$ cat src/rtl/fetch_pc_unit.sv
// ---------------------------------------------------------------------------
// fetch_pc_unit
//   F-stage producer for the F/D pipeline register. It owns the fetch PC,
//   drives the instruction memory address and builds the F bundle
//   {PC, instr, delay-slot flag, exception code}. It also handles the
//   redirects for kernel entry, eret and taken branches/jumps, and raises
//   the null-slot kill that follows an eret.
//
// Optional feature: define FETCH_CNT_EN to add the fetch_cnt output, which
//   counts clean fetches.
//
// Ports
//   clk, reset      posedge clock, asynchronous active-high reset
//   en              F-stage enable (0 = stall)
//   npc_sel, D_npc  taken branch/jump in D and its target
//   D_is_jump       D holds a branch/jump, so the F instr is its delay slot
//   D_eret, epc     eret in D and the forwarded CP0 EPC
//   int_exc_req     CP0 takes an interrupt/exception this cycle
//   im_rdata        IM read data for im_addr
//   im_addr, F_PC   current fetch PC
//   F_instr         fetched instruction, zeroed on an exception
//   F_DB            delay-slot flag
//   F_exc_code      0 or AdEL (4)
//   null_slot       kill request to the F/D register
//   fetch_cnt       clean-fetch counter (FETCH_CNT_EN only)
// ---------------------------------------------------------------------------
module fetch_pc_unit #(
    parameter logic [31:0] PC_RESET  = 32'h0000_3000,
    parameter logic [31:0] PC_KERNEL = 32'h0000_4180,
    parameter logic [31:0] IM_LO     = 32'h0000_3000,
    parameter logic [31:0] IM_HI     = 32'h0000_6FFC
) (
    input  logic        clk,
    input  logic        reset,
    input  logic        en,
    input  logic        npc_sel,
    input  logic [31:0] D_npc,
    input  logic        D_is_jump,
    input  logic        D_eret,
    input  logic [31:0] epc,
    input  logic        int_exc_req,
    input  logic [31:0] im_rdata,
    output logic [31:0] im_addr,
    output logic [31:0] F_PC,
    output logic [31:0] F_instr,
    output logic        F_DB,
    output logic [4:0]  F_exc_code,
    output logic        null_slot
`ifdef FETCH_CNT_EN
    ,
    output logic [31:0] fetch_cnt
`endif
);

    localparam logic [4:0] EXC_ADEL = 5'd4;

    // FLUSHED means D holds a bubble after a redirect, so whatever D says
    // about branches or delay slots is not valid.
    typedef enum logic {RUN, FLUSHED} state_e;

    logic [31:0] pc_q;
    state_e      state_q;
    logic        bad_pc;

    assign bad_pc     = (pc_q[1:0] != 2'b00) || (pc_q < IM_LO) || (pc_q > IM_HI);
    assign F_exc_code = bad_pc ? EXC_ADEL : 5'd0;
    assign F_PC       = pc_q;
    assign im_addr    = pc_q;
    assign F_instr    = bad_pc ? 32'd0 : im_rdata;
    assign F_DB       = D_is_jump & (state_q == RUN) & ~int_exc_req;
    // eret has no delay slot: the instruction fetched alongside it is killed.
    assign null_slot  = D_eret & en & ~int_exc_req;

    // Redirect priority: kernel entry, then eret, then taken branch (RUN
    // only), then sequential. Kernel entry ignores the stall.
    always_ff @(posedge clk or posedge reset) begin
        if (reset) begin
            pc_q    <= PC_RESET;
            state_q <= RUN;
        end else if (int_exc_req) begin
            pc_q    <= PC_KERNEL;
            state_q <= FLUSHED;
        end else if (en) begin
            if (D_eret) begin
                pc_q    <= epc;
                state_q <= FLUSHED;
            end else if (npc_sel && state_q == RUN) begin
                pc_q    <= D_npc;
                state_q <= RUN;
            end else begin
                pc_q    <= pc_q + 32'd4;
                state_q <= RUN;
            end
        end
    end

`ifdef FETCH_CNT_EN
    logic [31:0] cnt_q;
    logic [31:0] cnt_d;

    always_comb begin
        cnt_d = cnt_q;
        if (en && !int_exc_req && !null_slot && !bad_pc)
            cnt_d = cnt_q + 32'd1;
    end

    always_ff @(posedge clk or posedge reset) begin
        if (reset) cnt_q <= 32'd0;
        else       cnt_q <= cnt_d;
    end

    assign fetch_cnt = cnt_q;
`endif

endmodule
$ cat config.mk
export PLATFORM = sky130hd
export DESIGN_NAME = fetch_pc_unit
export DESIGN_NICKNAME = d
export VERILOG_FILES = /design/src/rtl/fetch_pc_unit.sv
export SDC_FILE = /design/constraint.sdc
export NUM_CORES = 1
export LEC_CHECK = 0
export ABC_AREA = 1
export BUFFER_PORTS_ARGS = -buffer_cell sky130_fd_sc_hd__buf_2
export CELL_PAD_IN_SITES_DETAIL_PLACEMENT = 2
export CELL_PAD_IN_SITES_GLOBAL_PLACEMENT = 2
export CORE_ASPECT_RATIO = 0.6
export CORE_MARGIN = 5
export CORE_UTILIZATION = 20
export CTS_CLUSTER_DIAMETER = 60
export DETAILED_ROUTE_END_ITERATION = 8
export PLACE_DENSITY_LB_ADDON = 0.1
export SKIP_LAST_GASP = 1
export SYNTH_ARGS = -nofsm -noshare
export SYNTH_HDL_FRONTEND = slang
export SYNTH_SLANG_ARGS = --single-unit
$ cat constraint.sdc
create_clock -name clk -period 1.7 [get_ports clk]
set_clock_uncertainty 0.1 [all_clocks]
set_input_delay 0.17 -clock clk [delete_from_list [all_inputs] [get_ports clk]]
set_output_delay 0.17 -clock clk [all_outputs]
set_load 0.01 [all_outputs]
==> flow_metrics.tcl, run 1 <==
set metrics [dict create \
    power_per_cell_area_nw_per_um2 512 \
    setup_slack_ps -408 \
    ios 206 \
    core_um2 17200 \
    grt_pass1_wl_mm 29.9 \
    critPathKind "reg2out" \
    critPathLaunchType "register" \
    initial_core_util_pct 20.5 \
    post-route-drc-count 0 \
    clock_path_buffers 2 \
    rows 37 \
    seqPwrFrac_pct 30.7 \
    synth-seq-cells 33 \
    ys_seq_area_share_pct 23.5 \
    violations "negative setup slack" \
    cp-end-kind "primary output" \
    fmax_mhz 474 \
    cts_tree "done" \
    wirelength_mm 19.7 \
    viasPerCell 4.33 \
    slew_headroom_pct 64.4 \
    clkPwrFrac_pct 31.8 \
    clk_pin_slew_ps 60 \
    first_iter_violations 137 \
    antenna_left 0 \
    die_w_um 181 \
    synth.cell_area_um2 3530 \
    drive_gt1_share_pct 43.2 \
    cp_max_fo 9 \
    maxCapViolCount 0 \
    ys_types 34 \
    swShare_pct 36.9 \
    p_leak_nw 3.29 \
    grt_usage_pct 18.2 \
    hp-class "in2reg" \
    h-tree-depth 2 \
    grtUsageMet1_pct 26.8 \
    dp_slack_ps -450 \
    final_cell_mix "buf_2, nand2_1, nor2_1" \
    combPwrFrac_pct 37.5 \
    report.final.hold_viol_count 0 \
    dieArea_um2 20500 \
    portBuffers 201 \
    fill_cells 2183 \
    gp_congestion 0.840 \
    setup_viol 54 \
    syn-instance-count 625 \
    grt_use_met2_pct 29.1 \
    antenna_found_initial 0 \
    p_sw_mw 1.09 \
    grt_pass1_vias 5301 \
    dp_cells 1073 \
    mostFrequentLayoutCell "buf_2" \
    drv_slew 0 \
    overflow 0 \
    syn_avg_cell_area_um2 5.64 \
    period_share_pct 124 \
    p_int_mw 1.87 \
    cp_data_required_time_ps 1430 \
    status "finished, violations left" \
    drtPass1Iterations 4 \
    met3_usage_pct 2.70 \
    fp.dieH_um 113 \
    rsz0062_at_grt "true" \
    synth_warnings 0 \
    min_period_ps 2110 \
    cts_root_buf "clkbuf_16" \
    nNetsFinal 976 \
    n_antenna_cell 0 \
    fin_cells 1107 \
    wire_per_inst_um 17.8 \
    cts_sinks 33 \
    area_growth_pct 63.7 \
    worst_pin_slew_ps 533 \
    cp.arrival_ps 1840 \
    grt_max_degree 35 \
    grt_busiest_layer "met2" \
    vdd_drop_max_uv 283 \
    cts-buffers-inserted 5 \
    hpwlAfterDp_mm 15.2 \
    vias 4789 \
    clk_latency_ps 290 \
]
-- final timing paths --
kind | startpoint | to | slack (ps) | cells after the start
setup / recovery | F_PC[12]$_DFFE_PP1P_ | F_instr[15] | -410 | 8
hold / removal | en | state_q$_DFFE_PP0P_ | 10 | 2
setup reg to reg | F_PC[12]$_DFFE_PP1P_ | F_PC[23]$_DFFE_PP0P_ | -200 | 12
hold reg to reg | state_q$_DFFE_PP0P_ | state_q$_DFFE_PP0P_ | 500 | 2
max in group asynchronous | reset | F_PC[17]$_DFFE_PP0P_ | 640 | 4
min in group asynchronous | reset | F_PC[9]$_DFFE_PP0P_ | 470 | 4
-- worst max-delay path: stages, from the launching register on --
cell	delay, ps
dfstp_2	600
nand2_4	80
nand2_2	60
o211a_1	160
nand4_1	110
buf_6	170
buf_12	150
nor2_1	80
buf_2	140
-- metal layers --
layer | vias up | wire (um) | share of wire (%)
met5 | - | 0 | 0
li1 | 2350 | - | -
met4 | 0 | 146 | 0.74
met2 | 99 | 8790 | 45
met1 | 2328 | 10100 | 51
met3 | 12 | 707 | 3.6
-- kinds of logic after synthesis --
family / share of synthesized area (%)
buffers and inverters: 20.8
DFF: 23.5
xor gates and xnor gates: 0.993
other: 0.106
adders and majority gates: 0.355
AOI/OAI and AO/OA: 7.66
and+or+nand+nor: 46.6
-- through the flow --
step	power, mW	cell area, um^2	hold slack (ps)	setup TNS, ps	util [%]
floorplan	1.42	3540	166	0	-
global placement	1.86	4990	236	-4010	29.0
detailed placement	1.90	4990	246	-6310	29.0
CTS	2.95	5460	4.97	-14250	31.7
global route	3.15	5770	28.2	-20200	33.5
finish	2.96	5770	11.2	-15080	33.5
-- synth_stat cells (all sizes together) --
master	instances	area, um^2
o211a	1	10.0
buf	52	374
clkinv	1	3.75
o21bai	4	30.0
ha	1	12.5
o22ai	4	25.0
nor2	129	544
dfstp	2	52.6
nor3	2	10.0
xor2	1	8.76
inv	89	334
nand2	207	812
clkbuf	6	22.5
o21ai	24	120
nand3b	1	7.51
a22oi	1	7.51
and2	2	12.5
nor4	2	12.5
nand4	6	37.5
o211ai	2	15.0
xnor2	3	26.3
a211oi	1	7.51
dfrtp	31	776
or2	1	6.26
nand3	40	200
conb	1	3.75
a21oi	11	55.1
-- power groups by stage --
stage               registers, mW  clock network, mW  logic, mW
finish                      0.908              0.940       1.11
global route                0.915               1.01       1.22
floorplan                   0.950                  0      0.471
detailed placement          0.911                  0      0.988
CTS                         0.901              0.982       1.07
global placement            0.907                  0      0.956
-- sequential cells by signal, summed over array words and instances, names as in the netlist --
| name | flops |
|---|---|
| F_PC | 32 |
| state_q | 1 |
-- area by class of cell --
class                   instances  area [um^2]  share of cell area, %
multi-input cells             447         2280                   39.4
repair buffers                295         1900                   32.9
flip-flops and latches         33          830                   14.4
inverters                      90          338                   5.85
well taps                     234          293                   5.07
clock buffers                   8          136                   2.36
-- what timing repair did --
action	4_1_cts	5_1_grt
buffers inserted	13	11
hold buffers	1	0
cloned	2	0
hold endpoints to repair	31	0
setup endpoints to repair	52	56
pin swaps	14	26
resized for setup	51	58
Note: power is estimated with default switching activity, not from simulation.
==> inputs of run 2 (changes only) <==
Settings changed: CORE_MARGIN 5 to 3.
==> run 2 against run 1 <==
  * The run still ends with negative setup slack left
  * Highest routed layer unchanged
  * Flip-flop and latch count is the same
  * Hold slack gained 2.2 ps
  * Cell area grew 3.2%
  * Critical path depth is the same
  * Global-route usage grew 0.82 points
  * Power grew 1.8%
  * Via count shrank 0.65%
  * Final cell count shrank 0.90%
==> flow_metrics.tcl, run 2 (synthesis results as in run 1) <==
set metrics [dict create \
    slew_headroom_pct 65.4 \
    vdd_drop_max_uv 362 \
    critPathKind "reg2out" \
    post-route-cell-area_um2 5960 \
    vias 4758 \
    portBuffers 201 \
    drv_slew 0 \
    rrSetupSlack_ps -200 \
    antenna_left 0 \
    dieArea_um2 19300 \
    p_leak_nw 3.29 \
    cp.buffers_inverters 4 \
    grt_pass1_wl_mm 28.3 \
    cts_root_buf "clkbuf_16" \
    fill_cells 2094 \
    final_cell_mix "buf_2, nand2_1, inv_1" \
    maxCapViolCount 0 \
    cp_max_fo 8 \
    wire_per_inst_um 17.7 \
    power_per_cell_area_nw_per_um2 505 \
    crit_start "F_PC[31]$_DFFE_PP0P_" \
    dp_cells 1071 \
    n_antenna_cell 0 \
    cts_sinks 33 \
    fin_util_pct 35.5 \
    core_um2 16800 \
    max_stage_delay_ps 390 \
    cts_tree "done" \
    cp-endpoint "F_instr[27]" \
    drive_gt1_share_pct 47.6 \
    setup_viol 49 \
    h-tree-depth 2 \
    grt_max_degree 35 \
    clock_path_buffers 2 \
    antenna_found_initial 0 \
    seq_area_um2 835 \
    hp-class "in2reg" \
    period_share_pct 127 \
    violations "negative setup slack" \
    crit_path_top_delay_cell "dfrtp_1" \
    clk_latency_ps 290 \
    wirelength_mm 19.4 \
    fp.dieH_um 109 \
    cp.depth 8 \
    initial_core_util_pct 21.0 \
    report.final.hold_viol_count 0 \
    dp_slack_ps -225 \
    first_iter_violations 197 \
    post-route-drc-count 0 \
    cp_data_required_time_ps 1430 \
    setup_slack_ps -454 \
    overflow 0 \
    largest_reg_flops 32 \
    cp-end-kind "primary output" \
    multi_input_area_um2 2450 \
    fmax_mhz 464 \
    viasPerCell 4.34 \
    critPathLaunchType "register" \
    mostFrequentLayoutCell "buf_2" \
    area_growth_pct 68.9 \
    tns_ps -15380 \
    drtPass1Iterations 4 \
    grt_pass1_vias 5097 \
    cpLargestDelayFamily "buffers and inverters" \
    reg2reg_depth 11 \
    worst_pin_slew_ps 519 \
    postPlaceCellArea_um2 5010 \
    gp_congestion 0.854 \
    reg2reg_to "F_PC[23]$_DFFE_PP0P_" \
    min_period_ps 2150 \
    cts-buffers-inserted 5 \
    status "finished, violations left" \
    cp_cell_sequence "nor3_2 > buf_4 > o211a_1 > nand4_1 > buf_6 > clkbuf_16 > nor2_2 > buf_2" \
    clk_pin_slew_ps 60 \
    fin_hold_ws_ps 13.4 \
    timing.rr.start "F_PC[12]$_DFFE_PP1P_" \
    cp.arrival_ps 1880 \
    ios 206 \
    grt_usage_pct 19.0 \
    hp-start "epc[4]" \
    fin_cells 1097 \
    hpwlAfterDp_mm 15.0 \
    die_w_um 177 \
    nNetsFinal 972 \
    rows 36 \
    rsz0062_at_grt "true" \
    totalPowerFinal_mw 3.01 \
]
## run 2: changes by cell type in the layout (fill, tap and decap cells not counted), sizes merged
cell / change
buf: -6
clkinv: +2
## run 2: area by class of cell
type / count / share of cell area, %
multi-input cells: 447 / 41.2
repair buffers: 291 / 32.0
flip-flops and latches: 33 / 14.0
inverters: 90 / 5.67
well taps: 228 / 4.79
clock buffers: 6 / 2.16
clock inverters: 2 / 0.168
## run 2: per-layer routing
metal	global-route usage, %	wire (um)
met5	0	0
met2	30.3	8600
met4	2.24	78
met1	27.8	9890
met3	2.85	820
## run 2: worst min path at each step
stage                           endpoint  slack [ps]  depth (start not counted)
floorplan            state_q$_DFFE_PP0P_         170                          1
global placement    F_PC[22]$_DFFE_PP0P_         230                          3
detailed placement  F_PC[22]$_DFFE_PP0P_         240                          3
CTS                  F_PC[4]$_DFFE_PP0P_          20                          3
global route         F_PC[4]$_DFFE_PP0P_          30                          3
finish               F_PC[4]$_DFFE_PP0P_          10                          3
## run 2: worst register-to-register path, delay by kind of cell (launching register included)
family / cells / cell delay (ps)
buffers and inverters: 2 / 220
flip-flops: 1 / 550
AND/OR/NAND/NOR: 9 / 920
## run 2: power by group
group          internal [mW]  switching [mW]
Combinational          0.506           0.653
Sequential             0.842          0.0679
Clock                  0.540           0.402
## run 2: repair_timing
item / in CTS / in global routing
buffers inserted: 8 / 9
pin swaps: 19 / 41
endpoints found under the hold margin: 31 / 0
gates resized for setup: 54 / 112
gates cloned: 0 / 3
hold buffers: 1 / 0
endpoints found under the setup margin: 52 / 58
==> inputs of run 3 (changes only) <==
==> constraint.sdc (replaced) <==
create_clock -name clk -period 1.7 [get_ports clk]
set_clock_uncertainty 0.1 [all_clocks]
set_input_delay 0.085 -clock clk [delete_from_list [all_inputs] [get_ports clk]]
set_output_delay 0.085 -clock clk [all_outputs]
set_load 0.01 [all_outputs]
==> run 3 against run 2 <==
  * The flow finishes with violations (negative hold slack, negative setup slack)
  * Die area did not move
  * Power is 0.36% lower
  * Sequential share of layout area is 0.24 points higher
  * Global-route usage is 0.57 points higher
  * Final cell count fell by 0.55%
  * Cell area fell by 2.3%
  * Non-clock buffer count is 5 lower
  * Flip-flop and latch count did not move
  * Hold slack worse by 23 ps
  * First-iteration DRC count is 8.1% lower
  * Via count about the same
  * Core utilization down 0.81 points
==> flow_metrics.tcl, run 3 (synthesis results as in run 1) <==
set metrics [dict create \
    cts-buffers-inserted 5 \
    critPathKind "reg2out" \
    overflow 0 \
    setup_viol 49 \
    ios 206 \
    clk_pin_slew_ps 60 \
    grt_pass1_wl_mm 29.4 \
    max_stage_delay_ps 580 \
    largest_reg_flops 32 \
    portBuffers 201 \
    grt_usage_pct 19.6 \
    cp_cell_sequence "nand2_1 > o211a_1 > nand4_1 > buf_6 > clkbuf_16 > nor2_2 > buf_2" \
    cts_tree "done" \
    mostFrequentLayoutCell "buf_2" \
    critPathLaunchType "register" \
    rows 36 \
    post-route-drc-count 0 \
    wire_per_inst_um 17.8 \
    min_period_ps 2080 \
    cp_data_required_time_ps 1510 \
    status "finished, violations left" \
    crit_path_top_delay_cell "dfstp_2" \
    antenna_found_initial 0 \
    worst_pin_slew_ps 526 \
    grt_pass1_vias 5212 \
    vdd_drop_max_uv 285 \
    nNetsFinal 967 \
    drive_gt1_share_pct 44.0 \
    fp.dieH_um 109 \
    core_um2 16800 \
    fmax_mhz 482 \
    slew_headroom_pct 64.9 \
    clk_latency_ps 290 \
    cp.buffers_inverters 3 \
    final_cell_mix "buf_2, nand2_1, inv_1" \
    setup_slack_ps -376 \
    grt_max_degree 37 \
    p_leak_nw 3.25 \
    drv_slew 0 \
    wirelength_mm 19.4 \
    die_w_um 177 \
    cts_sinks 33 \
    rsz0062_at_grt "true" \
    violations "negative hold slack, negative setup slack" \
    hpwlAfterDp_mm 15.0 \
    clock_path_buffers 2 \
    vias 4760 \
    cpLargestDelayFamily "flip-flops" \
    report.final.hold_viol_count 1 \
    maxCapViolCount 0 \
    dp_cells 1062 \
    hp-class "in2reg" \
    n_antenna_cell 0 \
    fin_hold_ws_ps -9.92 \
    cp.arrival_ps 1890 \
    cts_root_buf "clkbuf_16" \
    dieArea_um2 19300 \
    period_share_pct 122 \
    viasPerCell 4.36 \
    cp_max_fo 8 \
    h-tree-depth 2 \
    drtPass1Iterations 4 \
    cp-end-kind "primary output" \
    first_iter_violations 181 \
    initial_core_util_pct 21.0 \
    gp_congestion 0.845 \
    fin_cells 1091 \
    area_growth_pct 65.0 \
    power_per_cell_area_nw_per_um2 515 \
    antenna_left 0 \
]
## run 3: cell types whose count changed in the layout (fill, tap and decap cells not counted), moves of 5 or more
cell	delta
nand2_1	+10
nand2_2	-7
buf_4	-6
nand3_1	+6
buf_6	-5
nand3_2	-5
nor2_1	+5
## run 3: what timing repair did
| action | 4_1_cts | 5_1_grt |
|---|---|---|
| endpoints found under the setup margin | 50 | 59 |
| buffers inserted | 9 | 7 |
| hold buffers | 5 | 0 |
| pin swaps | 14 | 19 |
| endpoints found under the hold margin | 34 | 0 |
| resized for setup | 50 | 79 |
| cloned | 2 | 1 |
## run 3: stage by stage
stage               setup slack (ps)  power, mW  setup TNS [ps]  util (%)  area (um^2)
floorplan                       36.8       1.42               0         -         3540
global placement                -181       1.86            -743      29.6         4960
detailed placement              -244       1.89           -2050      29.6         4960
CTS                             -300       2.96          -10580      32.5         5450
global route                    -431       3.19          -17670      34.7         5820
finish                          -376       3.00          -12510      34.7         5820
## run 3: metal layers
layer	up-vias	track usage (%)	share of wire, %
met5	-	0	0
li1	2332	-	-
met1	2307	29.1	50
met3	9	2.51	4.7
met2	112	30.7	44
met4	0	2.86	0.63
## run 3: cell type report
class,count,area (um^2)
Sequential cell,33,830
Multi-Input combinational cell,447,2330
Inverter,90,338
Fill cell,2068,10900
Tap cell,228,285
Timing Repair Buffer,286,1900
Clock buffer,7,143
## run 3: path summary, 6_finish.rpt
check	startpoint	endpoint	slack, ps	depth (start not counted)
max reg2reg	F_PC[12]$_DFFE_PP1P_	F_PC[23]$_DFFE_PP0P_	-180	11
max in group asynchronous	reset	F_PC[17]$_DFFE_PP0P_	710	4
min reg2reg	F_PC[12]$_DFFE_PP1P_	F_PC[12]$_DFFE_PP1P_	520	2
max	F_PC[13]$_DFFE_PP1P_	F_instr[1]	-380	7
min	epc[8]	F_PC[8]$_DFFE_PP0P_	-10	3
min in group asynchronous	reset	F_PC[21]$_DFFE_PP0P_	380	4
## run 3: worst reg2reg max path: stages, from the launching register on
cell and delay (ps):
dfstp_2 590, buf_4 140, nand2_4 70, nor2_2 170, nand2_1 110, nor2_4 130, buf_12 130, nand3_1 80
nand3_1 100, nand2_1 50, nand2_1 50, nand2_1 50
## run 3: power breakdown
part | internal, mW | switching [mW]
sequential | 0.841 | 0.0769
clock | 0.577 | 0.389
combinational | 0.487 | 0.629
